===== config.mk =====
export PLATFORM = sky130hd
export DESIGN_NAME = serial_subtractor
export DESIGN_NICKNAME = d
export VERILOG_FILES = /design/src/rtl/cpu_pkg.sv /design/src/rtl/full_subtractor.sv /design/src/rtl/serial_subtractor.sv
export SDC_FILE = /design/constraint.sdc
export NUM_CORES = 1
export LEC_CHECK = 0
export CAP_MARGIN = 0
export CELL_PAD_IN_SITES_DETAIL_PLACEMENT = 0
export CELL_PAD_IN_SITES_GLOBAL_PLACEMENT = 2
export CORE_UTILIZATION = 31
export DETAILED_ROUTE_END_ITERATION = 6
export PLACE_DENSITY_LB_ADDON = 0.1
export SYNTH_ARGS = -nofsm -noshare
export SYNTH_HDL_FRONTEND = slang
export SYNTH_SLANG_ARGS = --single-unit

===== constraint.sdc =====
create_clock -name i_clk -period 1.16 [get_ports i_clk]
set_input_delay 0.232 -clock i_clk [delete_from_list [all_inputs] [get_ports i_clk]]
set_output_delay 0.232 -clock i_clk [all_outputs]
set_load 0.005 [all_outputs]

===== src/rtl/cpu_pkg.sv =====
// Shared constants for the serial arithmetic blocks: FSM state encoding
// used by the bit-serial subtractor control logic.
package cpu_pkg;

   typedef enum logic [1:0] {
      ST_IDLE = 2'd0,
      ST_RUN  = 2'd1,
      ST_DONE = 2'd2
   } state_t;

endpackage : cpu_pkg


===== src/rtl/full_subtractor.sv =====
// One-bit full subtractor: difference and borrow-out of i_a - i_b - i_bi.
module full_subtractor (
   input  logic i_a,
   input  logic i_b,
   input  logic i_bi,
   output logic o_d,
   output logic o_bo
);

   always_comb begin
      o_d  = i_a ^ i_b ^ i_bi;
      o_bo = (~i_a & i_b) | (~(i_a ^ i_b) & i_bi);
   end

endmodule : full_subtractor


===== src/rtl/serial_subtractor.sv =====
// Bit-serial unsigned subtractor: processes one bit per clock, LSB first,
// and presents the registered difference and borrow-out on completion.
module serial_subtractor
   import cpu_pkg::*;
#(
   parameter int WIDTH = 4
) (
   input  logic             i_clk,
   input  logic             i_rst_n,
   input  logic             i_start,
   input  logic [WIDTH-1:0] i_a,
   input  logic [WIDTH-1:0] i_b,
   output logic             o_busy,
   output logic             o_done,
   output logic [WIDTH-1:0] o_d,
   output logic             o_bo
);

   localparam int CW = $clog2(WIDTH);
   localparam logic [CW-1:0] LAST_BIT = CW'(WIDTH - 1);

   state_t           state;
   logic [WIDTH-1:0] a_sr;
   logic [WIDTH-1:0] b_sr;
   logic [WIDTH-1:0] d_sr;
   logic             borrow;
   logic [CW-1:0]    cnt;
   logic             fs_d;
   logic             fs_bo;

   full_subtractor u_full_subtractor (
      .i_a  (a_sr[0]),
      .i_b  (b_sr[0]),
      .i_bi (borrow),
      .o_d  (fs_d),
      .o_bo (fs_bo)
   );

   // NOTE: sequential state uses non-blocking assignments only, so every
   // register here sees the pre-edge values of the others.
   always_ff @(posedge i_clk or negedge i_rst_n) begin
      if (!i_rst_n) begin
         // NOTE: the operand/result shift registers are reset too, so an
         // aborted operation leaves no stale bits behind.
         state  <= ST_IDLE;
         a_sr   <= '0;
         b_sr   <= '0;
         d_sr   <= '0;
         borrow <= 1'b0;
         cnt    <= '0;
         o_busy <= 1'b0;
         o_done <= 1'b0;
         o_d    <= '0;
         o_bo   <= 1'b0;
      end else begin
         case (state)
            ST_IDLE, ST_DONE: begin
               o_done <= 1'b0;
               if (i_start) begin
                  a_sr   <= i_a;
                  b_sr   <= i_b;
                  borrow <= 1'b0;
                  cnt    <= '0;
                  o_busy <= 1'b1;
                  state  <= ST_RUN;
               end else begin
                  o_busy <= 1'b0;
                  state  <= ST_IDLE;
               end
            end
            ST_RUN: begin
               a_sr   <= a_sr >> 1;
               b_sr   <= b_sr >> 1;
               d_sr   <= {fs_d, d_sr[WIDTH-1:1]};
               borrow <= fs_bo;
               if (cnt == LAST_BIT) begin
                  // Last bit: publish the full result in the same edge.
                  o_d    <= {fs_d, d_sr[WIDTH-1:1]};
                  o_bo   <= fs_bo;
                  o_busy <= 1'b0;
                  o_done <= 1'b1;
                  state  <= ST_DONE;
               end else begin
                  cnt <= cnt + CW'(1);
               end
            end
            default: begin
               o_busy <= 1'b0;
               o_done <= 1'b0;
               state  <= ST_IDLE;
            end
         endcase
      end
   end

endmodule : serial_subtractor


After elaboration in Yosys (flattened, before gate mapping)
Index checks and enable logic that the tools add are counted.
Widths: inputs -> output; s select.

word-level totals
  bits in registers = 24
  bits of input ports = 11
  output and inout bits = 7
  word-level logic and storage cells = 47

cells by class
  $add $sub $neg = 1
  equal/unequal tests = 6
  mux-type cells = 17
  bitwise logic cells = 7
  reductions and logical operators = 6

operators with widths
  kind                 number
  $pmux 4 s2           2
  $mux 4               2
  $pmux 2 s2           2
  $mux 1               6
  $mux 2               3
  $ne 2x2->1 const B   3
  $eq 2x2->1 const B   2
  $pmux 1 s2           2
  $reduce_and 2->1     2
  $reduce_and 3->1     1
  $add 2x1->2 const B  1
  $and 1x1->1          2
  $eq 2x1->1 const B   1
  $logic_not 2->1      1
  $not 1->1            2
  $reduce_bool 2->1    1
  $reduce_or 2->1      1
  $xor 1x1->1          2
  $or 1x1->1           1

Depth between registers and ports, before layout
  word-level depth = 5
  gate-level depth with buffers = 4
  gate-level depth less buffers = 4

Cells and area by module
Synthesis repeated with hierarchy kept, for this count alone.

second synthesis, totals
  cell total of the unflattened synthesis = 85
  area, all modules = 1082.3 µm²

modules (own cells, without submodules)
  module             instances  cells an instance  area an instance (µm²)  seq. area each (µm²)
  serial_subtractor  1          81                 1051.0                  575.6
  full_subtractor    1          4                  31.3                    0.0

Least setup slack after synthesis
No wires, ideal clock.

  path type = reg-to-reg
  start = register cnt[0]
  end = register o_d[0]
  library setup time = 125 ps
  arrival time = 1130 ps
  data required time = 1035 ps
  path slack = -95 ps
  cell stages (with the launch flop) = 4
  buffers on the path = 0
  clock period less this slack = 1255 ps
  path through = dfrtp_1 ha_1 nand3b_2 mux2_2

between the ends
  cells in the longest elaborated chain, start to end = 2

ends and longest elaborated chain
  what                        RTL line                 RTL
  from (decl)                 serial_subtractor.sv:27  logic [CW-1:0] cnt;
  from (signal assigned)      serial_subtractor.sv:84  cnt <= cnt + CW'(1);
  $eq 2x2->1                  serial_subtractor.sv:76  if (cnt == LAST_BIT) begin
  $reduce_and 2->1 (no line)  n/a
  to (signal assigned)        serial_subtractor.sv:78  o_d <= {fs_d, d_sr[WIDTH-1:1]};
  to (decl)                   serial_subtractor.sv:15  output logic [WIDTH-1:0] o_d,

Every way passes these cells.
A chain may end at the register's enable or synchronous reset.

Final worst setup path
  start = register b_sr[0]
  end = register o_d[3]

between the ends
  cells in the longest elaborated chain, start to end = 2

ends and longest elaborated chain
  what                       RTL line                 RTL
  from (decl)                serial_subtractor.sv:24  logic [WIDTH-1:0] b_sr;
  from (signal assigned)     serial_subtractor.sv:61  b_sr <= i_b;
  from (signal assigned)     serial_subtractor.sv:73  b_sr <= b_sr >> 1;
  $xor 1x1->1 (2 in series)  full_subtractor.sv:11    o_d = i_a ^ i_b ^ i_bi;
  net fs_d                   serial_subtractor.sv:28  logic fs_d;

The timed path passes the listed nets, and every way through them passes these cells.

==> flow_summary_export.csv <==
group,metric,value,unit
clocking,clk_pin_slew_worst_paths,140,ps
clocking,cts_buffer_depth,2,
clocking,insertion_delay,310,ps
floorplanning,num_rows,21,
drt,drcViolationCount,0,
drt,drt_iter0_drc,25,
critical_path,crit_end,"o_d[3]$_DFFE_PN0P_",
critical_path,start_kind,"flip-flop",
critical_path,crit_cells,3,
drt,post_drt_wl_per_cell,12.3,um
floorplanning,initial_utilization,32.5,%
global_route,use_met3,2.73,%
global_route,track_usage,12.5,%
place,gp_congestion,0.660,
critical_path,worstReg2RegStart,"b_sr[0]$_DFFE_PN0P_",
global_route,grt_overflow,0,
critical_path,ff2ff_path_depth,3,
synth,ys_types,22,
drt,first_pass_iters,4,
finish,final_net_count,136,
critical_path,crit_chain,"inv_2 -> fa_2 -> mux2_2",
finish,drive_above_1_share,41.0,%
synth,ys_async_sr_fraction,100,%
critical_path,worstPathRequired,1360,ps
synth,avgSynthCellArea,13.2,um2
timing,rsz0062_at_grt,"yes",
timing,fin_crit,1280,ps
critical_path,crit_buf_inv,1,
hold_path,min_path_type,"in -> async",
place,placement.io_buffers,17,
critical_path,path_delay_family,"adder cells",
global_route,grt_max_degree,24,
synth,yosysTopAreaCell,"dfrtp_1",
finish,seq_area,578,um2
finish,final_cell_area,1540,um2
global_route,top_usage_layer,"met2",
critical_path,startpoint,"b_sr[0]$_DFFE_PN0P_",
timing,finalCritPeriodShare,110,%
synth,ys_seq_area_share,52.7,%
synth,synthCells,83,
finish,multi_input_area,526,um2
synth,ys_warn_count,0,
clocking,cts_buffers,3,
critical_path,critPathMaxFanout,2,
synth,netlist_area,1090,um2
clocking,htreeDepth,1,
drt,dr_total_vias,762,
drt,vias_per_cell,4.54,
global_route,first_global_vias,745,
place,dp_hpwl,1450,um
pwr,total_leakage_power,0.000765,uW
synth,ys_seq_elements,23,
critical_path,worstSetupPathType,"reg -> reg",
place,placed_cell_area,1440,um2
finish,final_core_util,45.8,%
critical_path,endpoint_kind,"flip-flop",
floorplanning,core-area,3360,um2
status,violations,"negative setup slack",
synth,synth_edf_count,0,
critical_path,worstReg2RegEnd,"o_d[3]$_DFFE_PN0P_",
floorplanning,die_h,61.4,um
timing,skew,16.0,ps
finish,n_fill_cell,340,
finish,num_antenna_cells,0,
timing,postLayoutSetupSlackWorst,-116,ps
drt,wirelength,2070,um
pwr,power_density,2360,nW/um2
global_route,grt_util_met1,15.5,%
timing,finalHoldViolations,0,
status,outcome,"complete, but fails checks",
timing,whs,237,ps
floorplanning,ios,18,
timing,max_freq,0.783,GHz
critical_path,rrSetupSlack,-120,ps
job,max_cap_violations,0,
synth,yosys.cell_count.top_type,"dfrtp_1",
synth,synth_area_leaders,"dfrtp_1 (53%), mux2i_1 (19%), mux2_2 (7.2%), fa_1 (1.8%), o211a_1 (1.8%)",
finish,area_growth,41.1,%
synth,synthFlopType,"dfrtp_1",
clocking,cts_tree,"built",
pwr,peakVddDrop,862,uV
critical_path,worstPathArrival,1470,ps
timing,tightest_slew,227,ps
global_route,grt_use_met2,20.3,%
global_route,antenna_found_initial,0,
floorplanning,dieArea,3770,um2
drt,antenna_left,0,
floorplanning,die_x,61.4,um
clocking,cts.sinks,23,
synth,synth_nets,96,
global_route,grt_pass1_wl,3310,um
critical_path,max_stage_delay,430,ps
synth,synth_top_area_share,52.7,%
timing,slew_viol_final,0,
synth,synth_commonest_cells,"dfrtp_1 (23), mux2i_1 (21), mux2_2 (7)",
timing,setup_viol,7,
clocking,cts-root-buf,"clkbuf_4",
critical_path,crit_path_top_delay_cell,"fa_2",
timing,slew_headroom,84.8,%
-- cells in the final DEF (no fill, tap or decap), types with 2 or more instances in the layout --
master,n
buf_12,2
buf_4,18
buf_6,2
clkbuf_2,6
clkbuf_4,3
clkdlybuf4s50_1,10
dfrtp_1,21
dfrtp_2,2
inv_1,2
inv_2,2
mux2_2,4
mux2_4,3
mux2i_1,21
nand2b_4,2
nand3_1,2
nor2_1,3
nor2b_1,2
o211a_1,2
o21ai_0,2
-- timing repair --
item	in CTS	in global routing
endpoints found under the setup margin	18	17
gates resized for setup	23	11
buffers inserted	2	6
pin swaps	2	3
hold buffers	0	0
-- cell type report --
| class | count | area share [%] |
|---|---|---|
| clock buffer | 4 | 1.70 |
| timing repair buffer | 39 | 22.0 |
| tap | 46 | 3.73 |
| multi-input combinational | 52 | 34.1 |
| inverter | 4 | 0.974 |
| sequential | 23 | 37.5 |
-- power by group --
part           internal (uW)  leakage (uW)  switching [uW]
combinational           1140      0.000465             654
clock                    134     0.0000150             243
sequential              1180      0.000285             289
total                   2450      0.000765            1190
-- per-layer routing --
layer | share of wire [%] | up-vias | wire length (um)
li1 | - | 373 | -
met1 | 45 | 374 | 936
met2 | 50 | 13 | 1040
met3 | 3.3 | 2 | 68
met4 | 1.1 | 0 | 22
met5 | 0 | - | 0
-- kinds of logic after synthesis --
logic type,count (synthesis),synth area share [%]
flops,23,52.7
compound gates,9,6.99
buf+inv,8,4.01
mux,28,26.5
fa+ha+maj,2,2.98
simple gates,13,6.87
-- metrics by stage --
| stage | TNS (ps) | setup slack, ps | instances | total power (uW) |
|---|---|---|---|---|
| 2_1_floorplan | -157 | -77.7 | 83 | 2410 |
| 3_3_place_gp | -2380 | -218 | 156 | 3060 |
| 3_5_place_dp | -2770 | -246 | 156 | 3110 |
| 4_1_cts | -435 | -125 | 162 | 3580 |
| 5_1_grt | -702 | -145 | 168 | 3960 |
| 6_report | -388 | -116 | 168 | 3630 |
-- how the worst min path moves through the flow --
| stage | from | depth (start not counted) | to | slack, ps |
|---|---|---|---|---|
| 6_report | i_rst_n | 2 | cnt[0]$_DFFE_PN0P_ | 240 |
| 5_1_grt | i_rst_n | 2 | cnt[0]$_DFFE_PN0P_ | 230 |
| 4_1_cts | i_rst_n | 2 | cnt[0]$_DFFE_PN0P_ | 240 |
| 3_5_place_dp | o_done$_DFFE_PN0P_ | 2 | o_done$_DFFE_PN0P_ | 490 |
| 3_3_place_gp | o_done$_DFFE_PN0P_ | 2 | o_done$_DFFE_PN0P_ | 480 |
| 2_1_floorplan | i_rst_n | 0 | a_sr[0]$_DFFE_PN0P_ | -60 |
-- registers in the layout, summed over array words and instances (netlist names) --
| register | count |
|---|---|
| o_done | 1 |
| borrow | 1 |
| d_sr | 3 |
| b_sr | 4 |
| o_d | 4 |
| cnt | 2 |
| o_bo | 1 |
| o_busy | 1 |
| state | 2 |
| a_sr | 4 |
Note: power is estimated with default switching activity, not from simulation.
